`src/rtl/src_ctrl_pkg.sv`:
```
// Shared state encoding, opcode table and ALU function mapping for the
// Mini-SRC hardwired control unit.
package src_ctrl_pkg;

  typedef enum logic [3:0] {
    RESET_S = 4'd0,
    T0      = 4'd1,
    T1      = 4'd2,
    T2      = 4'd3,
    T3      = 4'd4,
    T4      = 4'd5,
    T5      = 4'd6,
    T6      = 4'd7,
    HALT_S  = 4'd8,
    FAULT_S = 4'd9
  } state_e;

  localparam logic [4:0] OP_ADD  = 5'b00000;
  localparam logic [4:0] OP_SUB  = 5'b00001;
  localparam logic [4:0] OP_OR   = 5'b00010;
  localparam logic [4:0] OP_AND  = 5'b00011;
  localparam logic [4:0] OP_SHR  = 5'b00100;
  localparam logic [4:0] OP_SHRA = 5'b00101;
  localparam logic [4:0] OP_SHL  = 5'b00110;
  localparam logic [4:0] OP_ROR  = 5'b00111;
  localparam logic [4:0] OP_ROL  = 5'b01000;
  localparam logic [4:0] OP_XOR  = 5'b01001;
  localparam logic [4:0] OP_NAND = 5'b01010;
  localparam logic [4:0] OP_NEG  = 5'b01011;
  localparam logic [4:0] OP_NOT  = 5'b01100;
  localparam logic [4:0] OP_MUL  = 5'b01111;
  localparam logic [4:0] OP_DIV  = 5'b10000;

  localparam logic [4:0] ALU_ADD  = 5'b00000;
  localparam logic [4:0] ALU_SUB  = 5'b00001;
  localparam logic [4:0] ALU_AND  = 5'b00010;
  localparam logic [4:0] ALU_OR   = 5'b00011;
  localparam logic [4:0] ALU_SHR  = 5'b00100;
  localparam logic [4:0] ALU_SHRA = 5'b00101;
  localparam logic [4:0] ALU_SHL  = 5'b00110;
  localparam logic [4:0] ALU_ROR  = 5'b00111;
  localparam logic [4:0] ALU_ROL  = 5'b01000;
  localparam logic [4:0] ALU_XOR  = 5'b01001;
  localparam logic [4:0] ALU_NAND = 5'b01010;
  localparam logic [4:0] ALU_NEG  = 5'b01011;
  localparam logic [4:0] ALU_NOT  = 5'b01100;
  localparam logic [4:0] ALU_MUL  = 5'b01111;
  localparam logic [4:0] ALU_DIV  = 5'b10000;

  function automatic logic is_muldiv(input logic [4:0] op);
    return (op == OP_MUL) || (op == OP_DIV);
  endfunction

  function automatic logic is_legal(input logic [4:0] op);
    return (op <= OP_NOT) || is_muldiv(op);
  endfunction

  // The ALU numbers AND/OR the other way round from the instruction set.
  function automatic logic [4:0] alu_code(input logic [4:0] op);
    case (op)
      OP_ADD:  return ALU_ADD;
      OP_SUB:  return ALU_SUB;
      OP_OR:   return ALU_OR;
      OP_AND:  return ALU_AND;
      OP_SHR:  return ALU_SHR;
      OP_SHRA: return ALU_SHRA;
      OP_SHL:  return ALU_SHL;
      OP_ROR:  return ALU_ROR;
      OP_ROL:  return ALU_ROL;
      OP_XOR:  return ALU_XOR;
      OP_NAND: return ALU_NAND;
      OP_NEG:  return ALU_NEG;
      OP_NOT:  return ALU_NOT;
      OP_MUL:  return ALU_MUL;
      OP_DIV:  return ALU_DIV;
      default: return ALU_ADD;
    endcase
  endfunction

endpackage

```
`src/rtl/alu_sequencer_reg_field_decoder.sv`:
```
// Turns a 4-bit register index from an IR field into a one-hot R0-R15 enable.
module reg_field_decoder (
  input  logic [3:0]  idx_i,
  output logic [15:0] onehot_o
);

  assign onehot_o = 16'b1 << idx_i;

endmodule

```
`src/rtl/alu_sequencer.sv`:
```
// Hardwired Mini-SRC control unit: fetch plus R-type / mul / div execution.
//   state   | meaning
//   RESET_S | idle after clear, waits for hold count and run
//   T0..T2  | fetch: PC->MAR, memory read into MDR, MDR->IR
//   T3..T6  | execute (T6 only for mul/div high half)
//   HALT_S  | run low at end of an instruction
//   FAULT_S | illegal opcode, left only through clear
module alu_sequencer
  import src_ctrl_pkg::*;
#(
  parameter int unsigned RESET_PC_HOLD = 0
) (
  input  logic        clock_i,
  input  logic        clear_i,
  input  logic        run_i,
  input  logic        mem_ready_i,
  input  logic [31:0] ir_i,
  output logic [15:0] Rin_o,
  output logic [15:0] Rout_o,
  output logic        HIin_o,
  output logic        LOin_o,
  output logic        Zin_o,
  output logic        Yin_o,
  output logic        PCin_o,
  output logic        MARin_o,
  output logic        MDRin_o,
  output logic        IRin_o,
  output logic        Read_o,
  output logic        IncPC_o,
  output logic        PCout_o,
  output logic        MDRout_o,
  output logic        Zlowout_o,
  output logic        Zhighout_o,
  output logic        HIout_o,
  output logic        LOout_o,
  output logic [4:0]  ALU_Control_o,
  output logic        halted_o,
  output logic        fault_o,
  output logic [3:0]  state_dbg_o
);

  localparam logic [7:0] HOLD_CYCLES = 8'(RESET_PC_HOLD);

  state_e      state_q, state_d;
  logic [7:0]  hold_q, hold_d;
  logic [4:0]  opcode;
  logic [3:0]  ra, rb, rc, rout_idx;
  logic        muldiv, rin_en, rout_en;
  logic [15:0] rin_onehot, rout_onehot;
  logic        unused_ir;

  assign opcode    = ir_i[31:27];
  assign ra        = ir_i[26:23];
  assign rb        = ir_i[22:19];
  assign rc        = ir_i[18:15];
  assign unused_ir = ^ir_i[14:0];
  assign muldiv    = is_muldiv(opcode);

  always_comb begin
    state_d = state_q;
    hold_d  = hold_q;
    case (state_q)
      RESET_S: begin
        if (hold_q != HOLD_CYCLES) hold_d = hold_q + 8'd1;
        else if (run_i)            state_d = T0;
      end
      T0:      state_d = T1;
      T1:      if (mem_ready_i) state_d = T2;
      T2:      state_d = T3;
      T3:      state_d = is_legal(opcode) ? T4 : FAULT_S;
      T4:      state_d = T5;
      T5: begin
        if (muldiv)     state_d = T6;
        else if (run_i) state_d = T0;
        else            state_d = HALT_S;
      end
      T6:      state_d = run_i ? T0 : HALT_S;
      HALT_S:  if (run_i) state_d = T0;
      FAULT_S: state_d = FAULT_S;
      default: state_d = FAULT_S;
    endcase
  end

  always_ff @(posedge clock_i or posedge clear_i) begin
    if (clear_i) begin
      state_q <= RESET_S;
      hold_q  <= '0;
    end else begin
      state_q <= state_d;
      hold_q  <= hold_d;
    end
  end

  // Outputs decode the registered state directly, so clear blanks them at once.
  always_comb begin
    rin_en        = 1'b0;
    rout_en       = 1'b0;
    rout_idx      = rb;
    HIin_o        = 1'b0;
    LOin_o        = 1'b0;
    Zin_o         = 1'b0;
    Yin_o         = 1'b0;
    PCin_o        = 1'b0;
    MARin_o       = 1'b0;
    MDRin_o       = 1'b0;
    IRin_o        = 1'b0;
    Read_o        = 1'b0;
    IncPC_o       = 1'b0;
    PCout_o       = 1'b0;
    MDRout_o      = 1'b0;
    Zlowout_o     = 1'b0;
    Zhighout_o    = 1'b0;
    HIout_o       = 1'b0;
    LOout_o       = 1'b0;
    ALU_Control_o = ALU_ADD;
    case (state_q)
      T0: begin
        PCout_o = 1'b1;
        MARin_o = 1'b1;
        IncPC_o = 1'b1;
        Zin_o   = 1'b1;
      end
      T1: begin
        Zlowout_o = 1'b1;
        Read_o    = 1'b1;
        MDRin_o   = 1'b1;
        PCin_o    = mem_ready_i;
      end
      T2: begin
        MDRout_o = 1'b1;
        IRin_o   = 1'b1;
      end
      T3: if (is_legal(opcode)) begin
        rout_en  = 1'b1;
        rout_idx = muldiv ? ra : rb;
        Yin_o    = 1'b1;
      end
      T4: begin
        rout_en       = 1'b1;
        rout_idx      = muldiv ? rb : rc;
        Zin_o         = 1'b1;
        ALU_Control_o = alu_code(opcode);
      end
      T5: begin
        Zlowout_o = 1'b1;
        LOin_o    = muldiv;
        rin_en    = !muldiv;
      end
      T6: begin
        Zhighout_o = 1'b1;
        HIin_o     = 1'b1;
      end
      default: ;
    endcase
  end

  reg_field_decoder u_rin_dec  (.idx_i(ra),       .onehot_o(rin_onehot));
  reg_field_decoder u_rout_dec (.idx_i(rout_idx), .onehot_o(rout_onehot));

  assign Rin_o       = rin_en  ? rin_onehot  : '0;
  assign Rout_o      = rout_en ? rout_onehot : '0;
  assign halted_o    = (state_q == HALT_S);
  assign fault_o     = (state_q == FAULT_S);
  assign state_dbg_o = state_q;

endmodule

```
`config.mk`:
```
export PLATFORM = sky130hd
export DESIGN_NAME = alu_sequencer
export DESIGN_NICKNAME = d
export VERILOG_FILES = /design/src/rtl/src_ctrl_pkg.sv /design/src/rtl/alu_sequencer_reg_field_decoder.sv /design/src/rtl/alu_sequencer.sv
export SDC_FILE = /design/constraint.sdc
export NUM_CORES = 1
export LEC_CHECK = 0
export CORE_MARGIN = 1
export CORE_UTILIZATION = 41
export DETAILED_ROUTE_END_ITERATION = 8
export HOLD_SLACK_MARGIN = 0.15
export PLACE_DENSITY_LB_ADDON = 0.08
export SLEW_MARGIN = 15
export SYNTH_ARGS = -nofsm -noshare
export SYNTH_HDL_FRONTEND = slang
export SYNTH_SLANG_ARGS = --single-unit
export TNS_END_PERCENT = 100
```
`constraint.sdc`:
```
create_clock -name clock_i -period 7.2 [get_ports clock_i]
set_input_delay 1.44 -clock clock_i [delete_from_list [all_inputs] [get_ports clock_i]]
set_output_delay 1.44 -clock clock_i [all_outputs]
set_load 0.02 [all_outputs]
```
==> results of run 1 <==
## flip-flops by register name (all words and copies together), names as in the netlist
name / count
hold_q: 8
state_dbg_o: 4
## layout by cell type (no fill, tap or decap), types with 5 or more instances in the layout
| master | count |
|---|---|
| sky130_fd_sc_hd__inv_1 | 8 |
| sky130_fd_sc_hd__xnor2_1 | 5 |
| sky130_fd_sc_hd__dfrtp_1 | 12 |
| sky130_fd_sc_hd__clkdlybuf4s50_1 | 77 |
| sky130_fd_sc_hd__nor4_1 | 6 |
| sky130_fd_sc_hd__nor3_1 | 28 |
| sky130_fd_sc_hd__nand2_1 | 15 |
| sky130_fd_sc_hd__a21oi_1 | 7 |
| sky130_fd_sc_hd__nor2_1 | 30 |
| sky130_fd_sc_hd__nand2b_1 | 7 |
| sky130_fd_sc_hd__nand4_1 | 5 |
## worst max-delay path, cell delays in order
cell and delay, ns:
sky130_fd_sc_hd__clkdlybuf4s50_1 0.61, sky130_fd_sc_hd__nand4bb_1 0.62, sky130_fd_sc_hd__a32o_1 0.42, sky130_fd_sc_hd__or4_4 0.50, sky130_fd_sc_hd__o21bai_4 0.20, sky130_fd_sc_hd__nor3_2 0.12
sky130_fd_sc_hd__clkdlybuf4s50_1 0.63
## layout make-up
class | instances | share of cell area [%]
Clock buffer | 4 | 2.361
Timing Repair Buffer | 78 | 33.37
Sequential cell | 12 | 12.88
Inverter | 8 | 1.288
Tap cell | 48 | 2.575
Multi-Input combinational cell | 175 | 47.53
## metrics by stage
step / hold slack (ns) / utilization (%)
3_3_place_gp: 0.4635 / 62.20
3_5_place_dp: 0.4633 / 62.20
5_1_grt: 0.4939 / 63.70
6_report: 0.4715 / 63.70
2_1_floorplan: 0.4426 / -
4_1_cts: 0.4729 / 63.70
## how the worst max path moves through the flow
stage / from / end / cells past startpoint
final: ir_i[29] / Rout_o[5] / 7
after global placement: ir_i[29] / Rout_o[1] / 7
after floorplan: ir_i[27] / Rout_o[13] / 9
after global routing: ir_i[27] / Rout_o[3] / 9
after CTS: ir_i[29] / Rout_o[5] / 7
after detailed placement: ir_i[29] / Rout_o[5] / 7
## metal layers
| metal | global-route usage (%) | wire, um | vias up |
|---|---|---|---|
| met5 | 0 | 0 | - |
| met4 | 5.682 | 38 | 0 |
| met3 | 2.899 | 321 | 4 |
| met2 | 35.37 | 2042 | 82 |
| met1 | 29.92 | 2057 | 825 |
| li1 | - | - | 906 |
## power by group through the flow
| stage | Sequential, mW | Combinational, mW | Clock [mW] |
|---|---|---|---|
| floorplan | 0.105 | 0.229 | 0 |
| global placement | 0.129 | 0.310 | 0 |
| detailed placement | 0.128 | 0.312 | 0 |
| CTS | 0.127 | 0.314 | 0.0759 |
| global route | 0.134 | 0.339 | 0.0783 |
| finish | 0.128 | 0.314 | 0.0747 |
## cells in the mapped netlist, drive strengths merged (2+ instances only)
library cell | number | area share, %
and2 | 2 | 0.80
a211oi | 5 | 2.7
nand3 | 4 | 1.3
a21o | 2 | 0.96
nand2b | 7 | 2.8
nor2b | 4 | 1.6
nor4bb | 2 | 1.3
or4 | 4 | 2.2
nor4b | 2 | 1.1
xnor2 | 5 | 2.8
ha | 4 | 3.2
nand2 | 15 | 3.6
nor4 | 6 | 2.4
a2111oi | 2 | 1.5
o21ai | 2 | 0.64
o21a | 3 | 1.4
mux2i | 2 | 1.3
dfrtp | 12 | 19
or3 | 2 | 0.80
buf | 18 | 6.8
nand4 | 6 | 2.8
a211o | 3 | 1.7
clkbuf | 4 | 0.96
xor2 | 2 | 1.1
nor2 | 30 | 7.2
inv | 8 | 1.9
nor3b | 2 | 0.96
a311oi | 2 | 1.1
nor3 | 30 | 10
and3 | 3 | 1.2
a21oi | 7 | 2.3
## kinds of logic after synthesis
kind of cell / count (synthesis) / synth area share (%)
flops: 12 / 19.29
buf+inv: 30 / 9.726
xor+xnor: 7 / 3.939
mux: 2 / 1.286
compound gates: 35 / 17.77
fa+ha+maj: 4 / 3.216
other cells: 1 / 0.2409
simple gates: 125 / 44.53
==> metrics, run 1 <==
maximum clock frequency 167.4 MHz; sequential cell fraction of total power 24.8%; Starting DRT DRC Count 108; sequential share of the synthesized area 19.29%; vias 1,817; relative slew slack 48.67%; final critical delay including setup and external delays 5.975 ns; count of pins on the block boundary 95; post-synthesis cell area 1556 um2; worst slack at placement 1.213 ns; clock buffer count from CTS 3; prevailing post-synth register cell sky130_fd_sc_hd__dfrtp_1; placer's final routability congestion estimate 0.8416; startpoint types input port; fraction of the cycle the final worst path needs 82.99%; synthesized area divided by synthesized cell count 7.206 um2; Cells on Worst Hold Path 1; post-cts hold buffer count 0; cell area power density 221.3 nW/um2; power dissipated by switching net loads 0.2460 mW; RSZ-0062 raised after global routing false; clock insertion delay at the later pin of the skew report 0.24 ns; end point of the most critical hold path hold_q[7]; count of different cell masters after synthesis 54; Final Non-Filler Cells 325; full die area 4047 um2; # placed instances 321; clock-pin transition on the worst setup and hold timing paths 0.06 ns; Max Clock Skew 0.001801 ns; Root Buffer sky130_fd_sc_hd__clkbuf_8; layout filler cell count 339; DP HPWL 3334 um; buffer count from post-CTS setup fixing 0; worst-case clock buffer depth 2; chip height 63.62 um; horizontal die dimension 63.62 um; first-pass GRT wire length 7251 um; pin count of the biggest net entering global routing 24; static leakage 0.8728 nW; Reg2Reg Setup Slack 4.89 ns; max-slew violation count 0; layout overhead on the synthesized area 49.84%; Antenna diodes 0; count of state elements after synthesis 12; final std cell area, no fill 2332 um2; proportion of total power due to net switching 47.65%; number of clock sinks seen by CTS 12; post-place instance area 2277 um2; worst r2r dst hold_q[2]; combinational group share of total power 60.8%; status completed; P_int 0.2703 mW; path type of the worst min-delay path register to register; Post-synth EDFFs 0; vias per std cell 5.591; DRC violations left 0; row count 22; GR Util All Layers 21.77%; Multi-input gate area 1109 um2; drt first pass iters 4; vias in the first global route 1,582; share of cells above drive strength 1 4.693%; total power consumption of the routed design 0.5162 mW; critical path data required time 5.76 ns; Total Nets Final 318; worst-case setup margin in the final layout 1.225 ns; gr ovfl total 0; per-cell routed wire length 13.72 um; aggregate routed wire length 4459 um; arrival time of data at the critical path endpoint 4.54 ns; CTS resizes 0; setup violators final 0; Core ar. 3661 um2; async set-reset flop share out of synthesis 100.0%; CTS tree done; reg-to-reg critical path startpoint state_dbg_o[0]; Setup CP Type input port to output pin; Initial Utilization 42.52%; cell count after synthesis 216; remaining antenna violation count after routing 0; Final Hold Fails 0; worst-case reg-to-reg path depth 4; Least-Margin Pin Slew 0.7699 ns; Yosys Warn Count 0; max-cap viol count 0; startpoint of the worst hold path hold_q[7]; Buffers on Ports 77; maximum fanout along the worst path 12; portion of total power attributed to the clock network 14.5%; TNS Setup 0 ns; sequential cell area 300.3 um2; H-tree Lvls 1; Critical Path Sink Type output pin; initial antenna violation count 0; VDD IR-drop max 0.0002327 V
Power figures use the tool's default switching activity.
==> run 2: changes to the inputs <==
--- a/config.mk
+++ b/config.mk
@@ -6,7 +6,7 @@
 export NUM_CORES = 1
 export LEC_CHECK = 0
 export CORE_MARGIN = 1
-export CORE_UTILIZATION = 41
+export CORE_UTILIZATION = 38
 export DETAILED_ROUTE_END_ITERATION = 8
 export HOLD_SLACK_MARGIN = 0.15
 export PLACE_DENSITY_LB_ADDON = 0.08
==> constraint.sdc (replaced) <==
create_clock -name clock_i -period 5.65 [get_ports clock_i]
set_input_delay 1.13 -clock clock_i [delete_from_list [all_inputs] [get_ports clock_i]]
set_output_delay 1.13 -clock clock_i [all_outputs]
set_load 0.02 [all_outputs]
==> run 2 against run 1 <==
  * Clock power hardly changed
  * Core utilization is 2.5 points lower
  * Via count is 0.83% lower
  * Non-clock buffer count is 1 higher
  * Sequential power is 27% higher
  * Hold slack better by 0.0012 ns
  * Design area is 0.27% lower
  * Highest routed layer unchanged
==> metrics, run 2 (synthesized netlist as in run 1, its figures left out) <==
reg-to-reg critical path startpoint state_dbg_o[0]; number of clock sinks seen by CTS 12; Core ar. 3799 um2; Critical Path Sink Type output pin; Total Nets Final 319; pin count of the biggest net entering global routing 24; max-slew violation count 0; clock-pin transition on the worst setup and hold timing paths 0.05 ns; Least-Margin Pin Slew 0.8133 ns; chip height 66 um; worst r2r dst hold_q[2]; vias in the first global route 1,609; arrival time of data at the critical path endpoint 4.24 ns; relative slew slack 45.66%; static leakage 0.8699 nW; per-cell routed wire length 13.83 um; initial antenna violation count 0; H-tree Lvls 1; Antenna diodes 0; register with the highest flop count hold_q; Max Clock Skew 0.005387 ns; post-cts hold buffer count 0; Buffers on Ports 77; clock buffer count from CTS 3; vias per std cell 5.545; Root Buffer sky130_fd_sc_hd__clkbuf_8; setup violators final 0; layout overhead on the synthesized area 49.44%; Initial Utilization 40.97%; path type of the worst min-delay path register to register; leading cell type in the layout, fill and taps excluded sky130_fd_sc_hd__clkdlybuf4s50_1; Cells on Worst Hold Path 1; DRC violations left 0; buffer count from post-CTS setup fixing 0; cell area power density 274.9 nW/um2; CTS tree done; share of cells above drive strength 1 4.693%; Reg2Reg Setup Slack 3.26 ns; Starting DRT DRC Count 89; flip-flop count of the largest register after layout 8; Final Hold Fails 0; row count 22; horizontal die dimension 66 um; maximum fanout along the worst path 12; TNS Setup 0 ns; DP HPWL 3392 um; count of pins on the block boundary 95; clock insertion delay at the later pin of the skew report 0.24 ns; worst-case clock buffer depth 2; fraction of the cycle the final worst path needs 95.08%; drt first pass iters 4; first-pass GRT wire length 7127 um; gr ovfl total 0; RSZ-0062 raised after global routing false; startpoint of the worst hold path hold_q[7]; aggregate routed wire length 4496 um; GR Util All Layers 20.42%; worst-case reg-to-reg path depth 4; remaining antenna violation count after routing 0; status completed; VDD IR-drop max 0.0003484 V; final critical delay including setup and external delays 5.372 ns; CTS resizes 0; vias 1,802; maximum clock frequency 186.2 MHz; end point of the most critical hold path hold_q[7]; full die area 4356 um2; max-cap viol count 0; total power consumption of the routed design 0.6394 mW; placer's final routability congestion estimate 0.8314; Setup CP Type input port to output pin; startpoint types input port; commonest cells after routing, fill and taps aside sky130_fd_sc_hd__clkdlybuf4s50_1, sky130_fd_sc_hd__nor2_1, sky130_fd_sc_hd__nor3_1; critical path data required time 4.52 ns
==> run 2: where the power goes <==
part	internal (mW)	total [mW]	switching (mW)
Clock	0.0467	0.0749	0.0282
Sequential	0.0992	0.163	0.0641
Combinational	0.184	0.401	0.217
Total	0.330	0.639	0.309
==> run 2: routing by layer <==
metal / wire length, um / share of wire [%] / track usage, %
met4: 14 / 0.31 / 2.926
met2: 2061 / 46 / 34.95
met5: 0 / 0 / 0
met1: 2106 / 47 / 26.81
met3: 312 / 6.9 / 4.138
==> run 2: final cells by class <==
cell class                 instances  area, um2
clock buffer                       3      41.29
tap                               48      60.06
fill                             381       1473
sequential                        12      300.3
inverter                           8      30.03
multi-input combinational        175       1109
timing repair buffer              79      785.8
==> run 2: worst max-delay path by stage <==
stage / from / end / slack [ns] / cells past startpoint
final: ir_i[29] / Rout_o[5] / 0.28 / 7
after global routing: ir_i[27] / Rout_o[7] / 0.13 / 9
after CTS: ir_i[29] / Rout_o[5] / 0.29 / 7
after detailed placement: ir_i[29] / Rout_o[5] / 0.29 / 7
after global placement: ir_i[29] / Rout_o[1] / 0.37 / 7
after floorplan: ir_i[27] / Rout_o[13] / 1.43 / 9
==> run 2: worst max-delay path, cell delays in order <==
cell                              delay [ns]
sky130_fd_sc_hd__clkdlybuf4s50_1        0.62
sky130_fd_sc_hd__nand4bb_1              0.61
sky130_fd_sc_hd__a32o_1                 0.41
sky130_fd_sc_hd__or4_4                  0.50
sky130_fd_sc_hd__o21bai_4               0.20
sky130_fd_sc_hd__nor3_2                 0.13
sky130_fd_sc_hd__clkdlybuf4s50_1        0.63
==> run 2: per-stage QoR <==
step	setup WS [ns]	util (%)	area, um2	cells	hold slack (ns)
floorplan	1.432	-	1560	217	0.4426
global placement	0.3699	60.14	2285	322	0.4634
detailed placement	0.2922	60.14	2285	322	0.4686
CTS	0.2866	61.23	2326	325	0.4770
global route	0.1270	61.23	2326	325	0.4858
finish	0.2780	61.23	2326	325	0.4727
==> run 3: changes to the inputs <==
--- a/config.mk
+++ b/config.mk
@@ -6,7 +6,7 @@
 export NUM_CORES = 1
 export LEC_CHECK = 0
 export CORE_MARGIN = 1
-export CORE_UTILIZATION = 38
+export CORE_UTILIZATION = 34
 export DETAILED_ROUTE_END_ITERATION = 8
 export HOLD_SLACK_MARGIN = 0.15
 export PLACE_DENSITY_LB_ADDON = 0.08
==> constraint.sdc (replaced) <==
create_clock -name clock_i -period 4.4 [get_ports clock_i]
set_input_delay 0.88 -clock clock_i [delete_from_list [all_inputs] [get_ports clock_i]]
set_output_delay 0.88 -clock clock_i [all_outputs]
set_load 0.02 [all_outputs]
==> run 3 against run 2 <==
  * Sequential power decreased by 6%
  * Global-route usage decreased by 1.7 points
  * Largest power group unchanged
  * Non-clock buffer count increased by 22
  * Sequential share of layout area decreased by 1.2 points
  * Highest routed layer unchanged
==> metrics, run 3 (synthesized netlist as in run 1, its figures left out) <==
path type of the worst min-delay path register to register; worst-case clock buffer depth 2; DP HPWL 3622 um; drt first pass iters 4; Setup CP Type input port to output pin; Max Clock Skew 0.001862 ns; remaining antenna violation count after routing 0; pin count of the biggest net entering global routing 23; critical path data required time 3.52 ns; clock buffer count from CTS 3; top sig layer met4; startpoint types input port; Buffers on Ports 77; GR Util All Layers 18.70%; relative slew slack 60.59%; first-pass GRT wire length 7686 um; Core ar. 4384 um2; Antenna diodes 0; vias per std cell 5.327; clock-pin transition on the worst setup and hold timing paths 0.05 ns; H-tree Lvls 1; fraction of the cycle the final worst path needs 96.67%; routed length on met2 2190 um; final std cell area, no fill 2570 um2; flip-flop count of the largest register after layout 8; maximum clock frequency 235.1 MHz; initial antenna violation count 0; commonest cells after routing, fill and taps aside sky130_fd_sc_hd__clkdlybuf4s50_1, sky130_fd_sc_hd__nor2_1, sky130_fd_sc_hd__nor3_1; status completed; Initial Utilization 35.50%; Total Nets Final 341; clock insertion delay at the later pin of the skew report 0.24 ns; row count 24; TNS Setup 0 ns; full die area 4853 um2; cell area power density 349.6 nW/um2; share of cells above drive strength 1 14.67%; max-slew violation count 0; placer's final routability congestion estimate 0.8553; per-cell routed wire length 13.55 um; post-place instance area 2455 um2; met3 routed WL 353 um; vias 1,875; met1 routed wirelength after detailed routing 2209 um; number of clock sinks seen by CTS 12; post-cts hold buffer count 0; aggregate routed wire length 4768 um; static leakage 1.324 nW; layout overhead on the synthesized area 65.11%; CTS tree done; gr ovfl total 0; vias in the first global route 1,735; horizontal die dimension 69.66 um; layout filler cell count 433; maximum fanout along the worst path 11; leading cell type in the layout, fill and taps excluded sky130_fd_sc_hd__clkdlybuf4s50_1; max-cap viol count 0; Critical Path Sink Type output pin; final critical delay including setup and external delays 4.254 ns; arrival time of data at the critical path endpoint 3.37 ns; DRC violations left 0; chip height 69.66 um; Final Hold Fails 0; count of pins on the block boundary 95; register with the highest flop count hold_q; VDD IR-drop max 0.0002721 V; Starting DRT DRC Count 98; Least-Margin Pin Slew 0.5857 ns; setup violators final 0; Root Buffer sky130_fd_sc_hd__clkbuf_8; buffer count from post-CTS setup fixing 0
## run 3: cell count changes in the layout (fill, tap and decap cells not counted), moves of 2 or more
cell / before / now
sky130_fd_sc_hd__buf_4: 2 / 24
sky130_fd_sc_hd__clkbuf_2: 0 / 2
sky130_fd_sc_hd__clkdlybuf4s50_1: 77 / 48
sky130_fd_sc_hd__dlygate4sd2_1: 0 / 12
sky130_fd_sc_hd__dlymetal6s2s_1: 0 / 14
## run 3: path summary, 6_finish.rpt
path	start	to	slack (ns)	cells after the start
min in group asynchronous	clear_i	hold_q[0]	0.95	2
min	hold_q[7]	hold_q[7]	0.47	1
max in group asynchronous	clear_i	hold_q[2]	3.14	2
max reg2reg	state_dbg_o[0]	hold_q[2]	2.28	5
max	ir_i[27]	Rin_o[10]	0.15	9
min reg2reg	hold_q[7]	hold_q[7]	0.47	1
## run 3: layout make-up
| cell class | instances | area [um2] | share of cell area (%) |
|---|---|---|---|
| Timing Repair Buffer | 101 | 960.9 | 37.39 |
| Multi-Input combinational cell | 175 | 1159 | 45.08 |
| Tap cell | 52 | 65.06 | 2.532 |
| Inverter | 8 | 30.03 | 1.168 |
| Sequential cell | 12 | 300.3 | 11.68 |
| Clock buffer | 4 | 55.05 | 2.142 |
## run 3: through the flow
step / utilization (%) / worst slack (ns) / total power, mW / hold slack [ns] / cells
2_1_floorplan: - / 0.6815 / 0.5470 / 0.4426 / 217
3_3_place_gp: 55.99 / -0.1594 / 0.7708 / 0.4631 / 348
3_5_place_dp: 55.99 / -0.1668 / 0.7723 / 0.4611 / 348
4_1_cts: 57.48 / 0.01177 / 0.8994 / 0.4721 / 352
5_1_grt: 58.62 / -0.007530 / 0.9575 / 0.5154 / 352
6_report: 58.62 / 0.1465 / 0.8984 / 0.4719 / 352
## run 3: critical path: stages
cell,delay [ns]
sky130_fd_sc_hd__clkdlybuf4s50_1,0.50
sky130_fd_sc_hd__inv_1,0.05
sky130_fd_sc_hd__ha_1,0.22
sky130_fd_sc_hd__nand4bb_1,0.10
sky130_fd_sc_hd__buf_4,0.20
sky130_fd_sc_hd__nand2_1,0.16
sky130_fd_sc_hd__or4_4,0.54
sky130_fd_sc_hd__nor2_1,0.10
sky130_fd_sc_hd__clkdlybuf4s50_1,0.61
## run 3: routing by layer
| layer | global-route usage, % | up-vias |
|---|---|---|
| li1 | - | 948 |
| met1 | 24.42 | 857 |
| met2 | 32.47 | 68 |
| met3 | 3.343 | 2 |
| met4 | 3.333 | 0 |
| met5 | 0 | - |
## run 3: report_power, final
part           internal, mW  switching, mW  total, mW  leakage [nW]
sequential            0.128         0.0252      0.154         0.162
clock                0.0789         0.0384      0.117        0.0288
combinational         0.276          0.351      0.627          1.13
total                 0.484          0.415      0.898          1.32
## run 3: repair_timing
| item | CTS | global route |
|---|---|---|
| pin swaps | 1 | 2 |
| hold endpoints to repair | 0 | 0 |
| resized for setup | 19 | 25 |
| setup endpoints to repair | 14 | 25 |
